===== src/rtl/grf_wb_arbiter.sv =====
// rtl/grf_wb_arbiter.sv - GRF write-port arbiter: W-stage writeback vs buffered MDU results
module grf_wb_arbiter #(
  parameter int FIFO_DEPTH   = 2,
  parameter int STARVE_LIMIT = 4
) (
  input  logic        clk,
  input  logic        reset,
  input  logic        wb_we,
  input  logic [4:0]  wb_a3,
  input  logic [31:0] wb_wd,
  input  logic [31:0] wb_pc,
  input  logic        md_valid,
  output logic        md_ready,
  input  logic [4:0]  md_a3,
  input  logic [31:0] md_wd,
  input  logic [31:0] md_pc,
  output logic        grf_we,
  output logic [4:0]  grf_a3,
  output logic [31:0] grf_wd,
  output logic [31:0] grf_pc,
  output logic        stall_wb,
  output logic [31:0] busy
);

  localparam int PW = $clog2(FIFO_DEPTH);
  localparam int CW = PW + 1;
  localparam int SW = $clog2(STARVE_LIMIT + 1);

  typedef enum logic [1:0] {
    S_IDLE  = 2'd0,
    S_PEND  = 2'd1,
    S_FORCE = 2'd2
  } state_t;

  state_t          state_q, state_d;
  logic [SW-1:0]   starve_q, starve_d;
  logic [CW-1:0]   count_q, count_d;
  logic [PW-1:0]   rd_ptr_q, wr_ptr_q;
  logic [FIFO_DEPTH-1:0] valid_q, killed_q;
  logic [4:0]      a3_q [FIFO_DEPTH];
  logic [31:0]     wd_q [FIFO_DEPTH];
  logic [31:0]     pc_q [FIFO_DEPTH];

  logic            full;
  logic            push;
  logic            pop;
  logic            wb_wr;
  logic            kill_en;
  logic [4:0]      head_a3;
  logic [31:0]     head_wd;
  logic [31:0]     head_pc;
  logic            head_killed;

  // md_ready deliberately ignores a same-cycle pop so the handshake never depends on arbitration.
  assign full        = (count_q == CW'(FIFO_DEPTH));
  assign md_ready    = !reset && !full;
  // Results for $0 are handshaken but never stored.
  assign push        = md_valid && md_ready && (md_a3 != 5'd0);
  assign head_a3     = a3_q[rd_ptr_q];
  assign head_wd     = wd_q[rd_ptr_q];
  assign head_pc     = pc_q[rd_ptr_q];
  assign head_killed = killed_q[rd_ptr_q];

  // Port arbitration and next-state: pipeline first, head drains on idle W cycles or when starved.
  always_comb begin
    state_d  = state_q;
    starve_d = starve_q;
    pop      = 1'b0;
    stall_wb = 1'b0;
    wb_wr    = wb_we;
    grf_we   = wb_we;
    grf_a3   = wb_a3;
    grf_wd   = wb_wd;
    grf_pc   = wb_pc;
    case (state_q)
      S_PEND: begin
        if (head_killed) begin
          // A stale head needs no port, so it retires while the pipeline keeps writing.
          pop      = 1'b1;
          starve_d = '0;
        end else if (wb_we) begin
          starve_d = starve_q + SW'(1);
        end else begin
          pop      = 1'b1;
          starve_d = '0;
          grf_we   = 1'b1;
          grf_a3   = head_a3;
          grf_wd   = head_wd;
          grf_pc   = head_pc;
        end
      end
      S_FORCE: begin
        stall_wb = 1'b1;
        pop      = 1'b1;
        starve_d = '0;
        wb_wr    = 1'b0;
        grf_we   = !head_killed;
        grf_a3   = head_a3;
        grf_wd   = head_wd;
        grf_pc   = head_pc;
      end
      default: begin
      end
    endcase
    count_d = count_q + CW'(push) - CW'(pop);
    if ((state_q == S_PEND) && (starve_d == SW'(STARVE_LIMIT))) begin
      state_d = S_FORCE;
    end else if (count_d == '0) begin
      state_d = S_IDLE;
    end else begin
      state_d = S_PEND;
    end
    if (reset) begin
      state_d  = S_IDLE;
      starve_d = '0;
      count_d  = '0;
      pop      = 1'b0;
      stall_wb = 1'b0;
      wb_wr    = 1'b0;
      grf_we   = 1'b0;
      grf_a3   = 5'd0;
      grf_wd   = 32'd0;
      grf_pc   = 32'd0;
    end
  end

  // A pipeline write to $r makes every older queued result for $r stale.
  assign kill_en = wb_wr && (wb_a3 != 5'd0);

  // Control state, FIFO pointers and per-entry live/killed flags.
  always_ff @(posedge clk) begin
    if (reset) begin
      state_q  <= S_IDLE;
      starve_q <= '0;
      count_q  <= '0;
      rd_ptr_q <= '0;
      wr_ptr_q <= '0;
      valid_q  <= '0;
      killed_q <= '0;
    end else begin
      state_q  <= state_d;
      starve_q <= starve_d;
      count_q  <= count_d;
      for (int i = 0; i < FIFO_DEPTH; i++) begin
        if (kill_en && valid_q[i] && (a3_q[i] == wb_a3)) begin
          killed_q[i] <= 1'b1;
        end
      end
      if (pop) begin
        valid_q[rd_ptr_q] <= 1'b0;
        rd_ptr_q          <= rd_ptr_q + PW'(1);
      end
      // The push slot is never live, so a same-cycle kill cannot touch the new entry.
      if (push) begin
        valid_q[wr_ptr_q]  <= 1'b1;
        killed_q[wr_ptr_q] <= 1'b0;
        wr_ptr_q           <= wr_ptr_q + PW'(1);
      end
    end
  end

  // Entry payload storage; needs no reset because live flags gate every use.
  always_ff @(posedge clk) begin
    if (push) begin
      a3_q[wr_ptr_q] <= md_a3;
      wd_q[wr_ptr_q] <= md_wd;
      pc_q[wr_ptr_q] <= md_pc;
    end
  end

  // Busy mask: destinations of live, non-killed queued results.
  always_comb begin
    busy = 32'd0;
    for (int i = 0; i < FIFO_DEPTH; i++) begin
      if (valid_q[i] && !killed_q[i]) begin
        busy[a3_q[i]] = 1'b1;
      end
    end
    busy[0] = 1'b0;
    if (reset) begin
      busy = 32'd0;
    end
  end

endmodule


===== config.mk =====
export PLATFORM = sky130hd
export DESIGN_NAME = grf_wb_arbiter
export DESIGN_NICKNAME = d
export VERILOG_FILES = /design/src/rtl/grf_wb_arbiter.sv
export SDC_FILE = /design/constraint.sdc
export NUM_CORES = 1
export LEC_CHECK = 0
export BUFFER_PORTS_ARGS = -buffer_cell sky130_fd_sc_hd__buf_2
export CAP_MARGIN = 5
export CORE_ASPECT_RATIO = 0.75
export CORE_MARGIN = 8
export CORE_UTILIZATION = 40
export CTS_CLUSTER_DIAMETER = 150
export DETAILED_ROUTE_END_ITERATION = 7
export GPL_ROUTABILITY_DRIVEN = 0
export GPL_TIMING_DRIVEN = 0
export PLACE_DENSITY = 0.8
export RECOVER_POWER = 100
export SETUP_SLACK_MARGIN = 0.3
export SKIP_CTS_REPAIR_TIMING = 1
export SYNTH_ARGS = -nofsm -noshare
export SYNTH_HDL_FRONTEND = slang
export SYNTH_SLANG_ARGS = --single-unit

===== constraint.sdc =====
create_clock -name clk -period 2.75 [get_ports clk]
set_input_delay 0.4125 -clock clk [delete_from_list [all_inputs] [get_ports clk]]
set_output_delay 0.4125 -clock clk [all_outputs]
set_load 0.005 [all_outputs]

# [Yosys cells after proc, flatten, opt, wreduce, memory -nomap -nowiden]
# Memory sizes are Yosys's and may differ from the RTL's. A register that Yosys moved wholly into a read port is not among the register bits.
# Cells that the tools add are included.
[totals] mem_count=3 mem_bits_rw=138 input_bits=142 ff_bits=13 out_inout_bits=104 elab_cells=117
[op_classes] bitwise_logic=6 eq_ne=6 magnitude_cmp=8 n_mux=57 add_sub_neg=5 reduce_logical=24
[memory_table] memory="pc_q" words=2 width=32 read_ports=1 rd_ports_with_merged_regs=1 write_ports=1 line="42" rtl="logic [31:0] pc_q [FIFO_DEPTH];"
[memory_table] memory="wd_q" words=2 width=32 read_ports=1 rd_ports_with_merged_regs=1 write_ports=1 line="41" rtl="logic [31:0] wd_q [FIFO_DEPTH];"
[memory_table] memory="a3_q" words=2 width=5 read_ports=3 rd_ports_with_merged_regs=1 write_ports=1 line="40" rtl="logic [4:0] a3_q [FIFO_DEPTH];"
[ops] cell="$mux W32" count=9
[ops] cell="$pmux W32 S2" count=2
[ops] cell="$or A32 B32 Y32" count=1
[ops] cell="$mux W1" count=28
[ops] cell="$logic_and A1 B1 Y1" count=15
[ops] cell="$mux W5" count=3
[ops] cell="$lt A5 B6 Y1 const B" count=2
[ops] cell="$demux W1 S5" count=2
[ops] cell="$eq A5 B5 Y1" count=2
[ops] cell="$ge A5 B1 Y1 const B" count=2
[ops] cell="$mux W2" count=5
[ops] cell="$pmux W5 S2" count=1
[ops] cell="$reduce_bool A5 Y1" count=2
[ops] cell="$mux W3" count=2
[ops] cell="$pmux W3 S2" count=1
[ops] cell="$logic_not A1 Y1" count=5
[ops] cell="$and A2 B2 Y2" count=2
[ops] cell="$eq A2 B2 Y1 const B" count=2
[ops] cell="$lt A1 B2 Y1 const B" count=2
[ops] cell="$not A2 Y2" count=2
[ops] cell="$pmux W1 S2" count=2
[ops] cell="$add A3 B1 Y3 const B" count=1
[ops] cell="$eq A3 B3 Y1 const B" count=1
[ops] cell="$add A1 B1 Y1 const B" count=2
[ops] cell="8 further kinds" count=10

# [Longest topological paths before layout]
# Gate-level depths: netlist of the first run.
[logic_depth] ltp_word=10 depth_mapped=11 mapped_depth_nobuf=11

# [Worst setup path after synthesis of the first run]
# Ideal clock, no wire load.
[synth_path] path_type="input port to flip-flop" start="input reset" end="memory a3_q[0][0] (enable)" path_slack_ns=-0.092 cell_stages=4 arrival_ns=2.419 setup_time_ns=0.423 path_buffers=1 required_time_ns=2.327 cell_sequence="clkbuf_1 -> a21oi_1 -> nand4_1 -> inv_1"
[synth_between] elab_chain_len=6
[synth_lines] element="start, declared" line="7" rtl="input logic reset,"
[synth_lines] element="$logic_not A1 Y1" line="56" rtl="assign md_ready = !reset && !full;"
[synth_lines] element="$logic_and A1 B1 Y1" line="56"
[synth_lines] element="via md_ready" line="13" rtl="output logic md_ready,"
[synth_lines] element="$logic_and A1 B1 Y1 (2 in a row)" line="58" rtl="assign push = md_valid && md_ready && (md_a3 != 5'd0);"
[synth_lines] element="$mux W1" line="164" rtl="if (push) begin"
[synth_lines] element="$mux W1 (not written as such)" line="165" rtl="a3_q[wr_ptr_q] <= md_a3;"
[synth_lines] element="end, declared" line="40"
# The timed path passes the listed nets, and every way through them passes these cells.

# [Worst setup path in the final report of the first run]
[layout_path] start="register state_q[0]" end="output grf_pc[15]"
[layout_between] elab_chain_len=3 word_cells_on_any_way=4 classes_between="2 x eq/ne; 2 x mux"
[layout_lines] element="start, declared" line="35" rtl="state_t state_q, state_d;"
[layout_lines] element="start signal, assigned" line="141" rtl="state_q <= state_d;"
[layout_lines] element="$eq A2 B2 Y1 / $eq A2 B1 Y1 (equally long branches)" line="75" rtl="case (state_q)"
[layout_lines] element="$pmux W32 S2 *" line="75"
[layout_lines] element="$mux W32 *" line="113" rtl="if (reset) begin"
[layout_lines] element="end, declared" line="20" rtl="output logic [31:0] grf_pc,"
# Mark *: on every way between the ends. The rest lies on a longest branch, timed or not.

==> results of run 1 <==
-- power groups by stage --
stage          Clock [µW]  Combinational (µW)  Sequential, µW
6_report             2270                 986            2670
3_5_place_dp            0                 885            2720
2_1_floorplan           0                 465            2710
4_1_cts              2310                 890            2670
5_1_grt              2410                1090            2680
3_3_place_gp            0                 854            2720
-- sequential cells by signal (all words and copies together), names as in the netlist, named ones only --
| name | flops |
|---|---|
| a3_q | 10 |
| count_q | 2 |
| killed_q | 2 |
| pc_q | 64 |
| rd_ptr_q | 1 |
| starve_q | 3 |
| state_q | 2 |
| valid_q | 2 |
| wd_q | 64 |
| wr_ptr_q | 1 |
-- worst max-delay path, delay by kind of cell (launching register included) --
kind | cells | cell delay (ps)
AOI/OAI and AO/OA | 1 | 190
adders and majority gates | 1 | 240
buffers and inverters | 4 | 580
DFF | 1 | 370
and+or+nand+nor | 1 | 400
-- per-stage QoR --
stage | setup TNS [ps] | setup WS (ps)
floorplan | 0 | 397
global placement | -81570 | -573
detailed placement | -6040 | -425
CTS | -37330 | -879
global route | 0 | 25.7
finish | 0 | 126
-- cells by family (layout without fill, tap and decap cells) --
group / count (synthesis) / after routing / share of synthesized area [%]
AO/OA/AOI/OAI: 121 / 121 / 10.7
XOR/XNOR: 13 / 13 / 1.60
adder cells (fa/ha/maj): 5 / 5 / 0.882
buffers and inverters: 54 / 339 / 3.54
flip-flops: 152 / 152 / 62.4
multiplexers: 70 / 70 / 9.93
other: 1 / 3 / 0.0528
AND/OR/NAND/NOR: 166 / 166 / 11.0
-- final timing paths --
kind | start | endpoint
setup / recovery | state_q[0]$_SDFF_PP0_ | grf_pc[15]
hold / removal | md_pc[30] | pc_q[1][30]$_DFFE_PP_
setup reg to reg | state_q[0]$_SDFF_PP0_ | state_q[0]$_SDFF_PP0_
hold reg to reg | starve_q[1]$_SDFF_PP0_ | starve_q[1]$_SDFF_PP0_
-- per-layer routing --
metal | GRT usage [%] | up-vias
met5 | 0 | -
met4 | 5.25 | 4
met3 | 5.66 | 19
met2 | 28.1 | 197
met1 | 21.1 | 2687
li1 | - | 2718
-- cells in the final DEF (no fill, tap or decap), types with 4 or more instances in the layout --
| cell | instances |
|---|---|
| xnor2_1 | 4 |
| nor2_1 | 45 |
| nor4bb_1 | 4 |
| clkbuf_1 | 35 |
| edfxtp_1 | 138 |
| nor3b_2 | 5 |
| clkbuf_4 | 5 |
| a21oi_1 | 8 |
| o21ai_0 | 21 |
| xor2_1 | 9 |
| buf_4 | 7 |
| dfxtp_1 | 12 |
| inv_6 | 4 |
| a22oi_1 | 31 |
| o21ai_1 | 29 |
| buf_1 | 4 |
| nand2_1 | 77 |
| clkbuf_2 | 10 |
| clkinvlp_4 | 5 |
| o21ai_2 | 22 |
| nor3_1 | 6 |
| buf_2 | 224 |
| mux2i_1 | 69 |
| clkbuf_16 | 18 |
| inv_1 | 9 |
| buf_12 | 6 |
-- final cells by class --
cell class,count,area (µm²)
clock buffers,17,425
diodes,2,5.00
fillers,1495,7980
inverters,11,48.8
flip-flops and latches,152,4430
repair inverters,1,5.00
multi-input cells,376,2550
plain buffers,41,272
clock inverters,15,159
well taps,242,303
repair buffers,254,1320
==> metrics, run 1 <==
r2r setup slk=roughly 380 ps; Top Layer Used=met5; via/cell ratio=slightly above 5; Setup-failing EPs final=0; switching part of the total=roughly a quarter; 1st-pass router iterations=5; Logic pwr share=around 17%; crit-path most repeated cell=buf_2; hold slack=~180 ps; initial antenna violation count=3; clock slew at reported path FFs=around 70 ps; critical path class=reg -> out; dominant cell type by area after synthesis=edfxtp_1; Max Cap Viol=0; Async SR Flop Fraction=0%; post-route insts no fill=1111; number of global-route vias before repair=5699; CTS root buf=clkbuf_16; Reg2Reg Depth=10; slew margin rel.=approximately a third; final hold vios=0; CTS Sinks=152; total length of routed met3 wires=1450 µm; # rows=42; die area=22300 µm²; Final Cycle Share=a little over nine tenths; Finished Cell Area=9520 µm²; Post-route DRC=0; Max Root-Sink Buffers=2; Mapped Cells=just under 600; Mapped Area=7100 µm²; cell area power density=623 nW/µm²; Antenna Nets Post-Route=0; Routed WL=slightly below 20000 µm; P_int=4360 µW; Max Fclk=381 MHz; Total Power=between 5000 and 6000 µW; die width=170 µm; CP Launch Type=register; sequential fraction of the synthesis area=roughly 62%; P&R area growth vs syn=34.2%; DP Area=around 8700 µm²; type of the worst min-delay path=in -> reg; commonest cells in the netlist=edfxtp_1, nand2_1, mux2i_1; HPWL after DPL=14500 µm; #FFs+latches synth=approximately 150; Total Nets Final=1001; dpl cells=approximately 1100; layout cells sized above 1=around two fifths; Worst EP arrival=between 2000 and 2500 ps; metal2 WL=just under 10000 µm; Worst Path Required=~2300 ps; Max Slew Vio Count=0; biggest cell delay along the critical path=roughly 400 ps; P_leak=roughly 0.0037 µW; cells along the critical path=inv_1, ha_4, or3_4, buf_12, buf_2, o21ai_2, buf_2; hold path cells=1; Ports=approximately 250; Initial Utilization=just over 40%; YS warnings=0; Tot GR Track Use=between 15 and 20%; switching pwr=about 1600 µW; Main synth FF type=edfxtp_1; share of the synthesized area in the top cell type=about three fifths; Max VDD drop=~470 µV; vias=5625; CTS H-tree lvls=4; Post-Syn Nets=729; Period minus WS final=approximately 2600 ps; Post-Syn Area per Cell=about 12 µm²; number of synthesized flops with an enable pin=roughly 140; Core Util, Final=between 50% and 60%; die extent in y=roughly 130 µm; core area=~17000 µm²; clk_skew=~6 ps; 1st-iter DRT viols=between 300 and 400; outcome=finished, final reports clean; met1 WL=8370 µm; count leader, synth=edfxtp_1; global-route wire length before repair=~30000 µm; Synth area leaders=edfxtp_1, mux2i_1, o21ai_0; Clock power frac=roughly two fifths; remaining global-route overflow=0; Port Buf Inserts=roughly 240; Clock Latency Late Sink=between 400 and 500 ps; Yosys cell types=44; wire length per cell=17.9 µm; worst-path fanout max=10; sequential share of power=approximately 45%; CTS tree=done; Slowest cell on crit path=or3_4; largest net degree at the start of global routing=40; Slew @ Worst Pin=1020 ps; Setup crit end kind=output pin; CTS Buf Count=17; RSZ-0062 raised after global routing=yes
Note: power is estimated with default switching activity, not from simulation.
==> run 2: changes to the inputs <==
--- a/config.mk
+++ b/config.mk
@@ -9,12 +9,12 @@
 export CAP_MARGIN = 5
 export CORE_ASPECT_RATIO = 0.75
 export CORE_MARGIN = 8
-export CORE_UTILIZATION = 40
+export CORE_UTILIZATION = 46
 export CTS_CLUSTER_DIAMETER = 150
 export DETAILED_ROUTE_END_ITERATION = 7
 export GPL_ROUTABILITY_DRIVEN = 0
 export GPL_TIMING_DRIVEN = 0
-export PLACE_DENSITY = 0.8
+export PLACE_DENSITY = 0.88
 export RECOVER_POWER = 100
 export SETUP_SLACK_MARGIN = 0.3
 export SKIP_CTS_REPAIR_TIMING = 1
==> run 2 against run 1 <==
Combinational power increased by 6%. First-iteration DRC count up 28%. Final area is 0.33% lower. Critical endpoint is now grf_pc[10]. Largest power group unchanged.
==> metrics, run 2 (same netlist as run 1, synthesis figures left out) <==
outcome=finished, final reports clean; type of the worst min-delay path=in -> reg; final hold vios=0; Reg2Reg Depth=11; 1st-iter DRT viols=469; vias=5808; Worst Path Required=2340 ps; Routed WL=around 21000 µm; P_leak=0.00358 µW; slew margin rel.=between 40% and 50%; via/cell ratio=5.41; commonest non-fill, non-tap cells in the layout=buf_2, edfxtp_1, clkbuf_1; layout cells sized above 1=about a third; dpl cells=a little over 1000; CTS Sinks=approximately 150; die extent in y=~120 µm; Top Registers=pc_q x64, wd_q x64, a3_q x10; Setup-failing EPs final=0; wire length per cell=between 15 and 20 µm; 1st-pass router iterations=5; CTS tree=done; commonest non-fill, non-tap cell in the layout=buf_2; P&R area growth vs syn=33.8%; # rows=39; CTS root buf=clkbuf_16; die area=19700 µm²; die width=159 µm; worst-path fanout max=10; Max Root-Sink Buffers=2; initial antenna violation count=0; CP Launch Type=register; Max Slew Vio Count=0; critical path class=reg -> out; Antenna Nets Post-Route=0; Tot GR Track Use=approximately a fifth; Final Cycle Share=between 90% and 100%; Max Cap Viol=0; Total Nets Final=~1000; clk_skew=approximately 18 ps; CTS H-tree lvls=4; number of global-route vias before repair=about 6000; Core Util, Final=around 63%; Clock Latency Late Sink=420 ps; clock slew at reported path FFs=roughly 70 ps; largest net degree at the start of global routing=40; CTS Buf Count=17; Period minus WS final=2630 ps; Sum Neg Setup Slack=0 ps; Slew @ Worst Pin=~810 ps; Setup crit end kind=output pin; cell area power density=between 600 and 700 nW/µm²; hold path cells=1; Ports=roughly 250; hold slack=~170 ps; # diodes=0; RSZ-0062 raised after global routing=yes; Initial Utilization=a little under half; Max VDD drop=around 570 µV; remaining global-route overflow=0; Post-route DRC=0; Worst EP arrival=about 2200 ps; Max Fclk=~380 MHz; Port Buf Inserts=roughly 240; global-route wire length before repair=31400 µm; post-route insts no fill=1074; core area=roughly 15000 µm²; HPWL after DPL=roughly 15000 µm
==> run 2: changes by cell type in the layout (fill, tap and decap cells not counted), sizes merged <==
cell      before  now
buf          244  205
bufinv         1    2
clkbuf        68  109
clkinvlp       6    5
diode          2    0
==> run 2: per-stage QoR <==
step / area (µm²) / setup WS, ps / total power (µW)
final: 9490 / 116 / 6100
after global routing: 9490 / 42.4 / 6330
after CTS: 9220 / -750 / 5980
after detailed placement: 8620 / -241 / 3610
after global placement: 8580 / -321 / 3570
after floorplan: 7100 / 397 / 3180
==> run 2: per-layer routing <==
layer | vias up | GRT usage, % | part of all wire [%]
met1 | 2734 | 23.7 | 40
met4 | 0 | 5.70 | 1.5
met3 | 26 | 7.92 | 11
li1 | 2709 | - | -
met5 | - | 0 | 0
met2 | 339 | 34.7 | 48
==> run 2: final timing paths <==
| check | from | endpoint | slack (ps) |
|---|---|---|---|
| max | state_q[0]$_SDFF_PP0_ | grf_pc[10] | 120 |
| min | md_pc[7] | pc_q[0][7]$_DFFE_PP_ | 170 |
| min reg2reg | starve_q[1]$_SDFF_PP0_ | starve_q[1]$_SDFF_PP0_ | 500 |
| max reg2reg | state_q[0]$_SDFF_PP0_ | state_q[0]$_SDFF_PP0_ | 330 |
==> run 2: worst max-delay path, cell delays in order, from the launching register on <==
cell	delay, ps
dfxtp_2	360
inv_1	90
ha_4	310
nor2_4	50
a211oi_4	270
buf_12	180
buf_4	180
nand2_1	100
o21ai_1	110
buf_2	150
==> run 2: power breakdown <==
group          internal [µW]  leakage, µW  switching (µW)  total (µW)
clock network           1380     0.000294            1000        2380
registers               2640      0.00138            39.3        2680
logic                    463      0.00191             585        1050
total                   4480      0.00358            1630        6100
==> run 2: final cells by class <==
cell class	instances	area [µm²]
multi-input cells	376	2560
well taps	205	256
inverters	11	46.3
plain buffers	43	282
repair buffers	254	1310
fillers	1169	5680
flip-flops and latches	152	4430
repair inverters	1	5.00
clock inverters	15	183
clock buffers	17	425
==> run 3: changes to the inputs <==
--- a/config.mk
+++ b/config.mk
@@ -16,7 +16,7 @@
 export GPL_TIMING_DRIVEN = 0
 export PLACE_DENSITY = 0.88
 export RECOVER_POWER = 100
-export SETUP_SLACK_MARGIN = 0.3
+export SETUP_SLACK_MARGIN = 0.2
 export SKIP_CTS_REPAIR_TIMING = 1
 export SYNTH_ARGS = -nofsm -noshare
 export SYNTH_HDL_FRONTEND = slang
==> run 3 against run 2 <==
Largest cell class unchanged. Count of clock-buffer cells in the layout is the same. Critical path type unchanged. Non-clock buffer count fell by 5. Die area unchanged. Global-route usage unchanged. Sequential cell count unchanged. Power is 0.70% lower. Sequential share of layout area is 0.41 points higher. Setup slack improved by 5.3 ps. Critical endpoint is now grf_pc[22]. Clock power is essentially flat.
==> metrics, run 3 (same netlist as run 1, synthesis figures left out) <==
Sum Neg Setup Slack=0 ps; slew margin rel.=46.0%; CTS root buf=clkbuf_16; Max VDD drop=563 µV; cells along the critical path=inv_1, ha_4, nor2_1, a211oi_4, buf_12, buf_2, nand2_1, o21ai_0, buf_2; type of the worst min-delay path=in -> reg; WHS Endpoint=pc_q[0][11]$_DFFE_PP_; 1st-iter DRT viols=about 410; Clock Latency Late Sink=between 400 and 500 ps; Max Slew Vio Count=0; # rows=39; final hold vios=0; commonest non-fill, non-tap cells in the layout=buf_2, edfxtp_1, clkbuf_1; sequential share of power=between 40% and 50%; CTS H-tree lvls=4; Max Fclk=between 300 and 400 MHz; commonest non-fill, non-tap cell in the layout=buf_2; P_int=roughly 4500 µW; Max Cap Viol=0; Setup crit end kind=output pin; Slew @ Worst Pin=about 810 ps; RSZ-0062 raised after global routing=yes; delay-heaviest family, CP=buffers and inverters; Reg2Reg Depth=11; HPWL after DPL=14700 µm; global-route wire length before repair=31400 µm; core area=15200 µm²; Setup crit start=state_q[0]$_SDFF_PP0_; # diodes=0; CP bufs+invs=4; die area=19700 µm²; Post-route DRC=0; Logic pwr share=between 10% and 20%; P&R area growth vs syn=32.6%; die width=159 µm; wire length per cell=between 15 and 20 µm; outcome=finished, final reports clean; Period minus WS final=between 2000 and 3000 ps; number of global-route vias before repair=5995; CTS Buf Count=17; Hold Startpoint=md_pc[11]; CTS Sinks=roughly 150; largest net degree at the start of global routing=40; Initial Utilization=46.8%; biggest cell delay along the critical path=roughly 360 ps; cell area power density=between 600 and 700 nW/µm²; Tot GR Track Use=between 20% and 30%; initial antenna violation count=0; Total Nets Final=roughly 1000; switching part of the total=26.5%; remaining global-route overflow=0; CTS tree=done; r2r setup slk=390 ps; worst r2r dst=state_q[0]$_SDFF_PP0_; Worst EP arrival=2220 ps; worst-path fanout max=10; P_leak=between 0.003 and 0.004 µW; critical path class=reg -> out; Worst Path Required=roughly 2300 ps; Routed WL=between 20000 and 25000 µm; clock slew at reported path FFs=~70 ps; layout cells sized above 1=32.6%; Port Buf Inserts=about 240; hold path cells=1; Clock power frac=39.2%; switching pwr=around 1600 µW; clk_skew=about 14 ps; Antenna Nets Post-Route=0; die extent in y=between 100 and 150 µm; Slowest cell on crit path=dfxtp_2; Setup-failing EPs final=0; CP Launch Type=register; Core Util, Final=between 60 and 70%; 1st-pass router iterations=5; crit-path most repeated cell=buf_2; r2r startpoint=state_q[0]$_SDFF_PP0_; Max Root-Sink Buffers=2; Top Registers=pc_q x64, wd_q x64, a3_q x10; vias=roughly 5800; via/cell ratio=5.39; Ports=~250; Final Cycle Share=a little over nine tenths
## run 3: worst max path at each step
stage	endpoint	depth (start not counted)
final	grf_pc[22]	9
after global routing	grf_wd[3]	9
after CTS	grf_wd[26]	9
after detailed placement	grf_wd[26]	9
after global placement	wd_q[0][16]$_DFFE_PP_	5
after floorplan	a3_q[0][0]$_DFFE_PP_	4
## run 3: cell type report
cell class,count,area (µm²)
buffer,43,277
clock buffer,17,425
clock inverter,15,183
fill,1170,5770
inverter,11,48.8
multi-input combinational,376,2530
sequential,152,4430
tap,205,256
timing repair buffer,249,1260
## run 3: power groups by stage
stage          clock, µW  combinational (µW)  sequential [µW]
6_report            2380                1010             2680
5_1_grt             2500                1100             2690
4_1_cts             2400                 901             2670
3_5_place_dp           0                 887             2720
3_3_place_gp           0                 849             2720
2_1_floorplan          0                 465             2710
## run 3: metal layers
metal	routed length, µm	up-vias	share of wire (%)	GRT usage, %
met3	2170	21	10	7.92
li1	-	2693	-	-
met5	0	-	0	0
met4	242	0	1.2	5.70
met2	10000	343	48	34.7
met1	8290	2697	40	23.7
## run 3: through the flow
step | power (µW) | std cells | setup WS [ps] | area [µm²] | hold slack (ps)
floorplan | 3180 | 582 | 397 | 7100 | 458
global placement | 3570 | 1030 | -321 | 8580 | 472
detailed placement | 3610 | 1032 | -241 | 8620 | 495
CTS | 5980 | 1064 | -750 | 9220 | 160
global route | 6290 | 1068 | 38.0 | 9410 | 158
finish | 6060 | 1068 | 122 | 9410 | 178
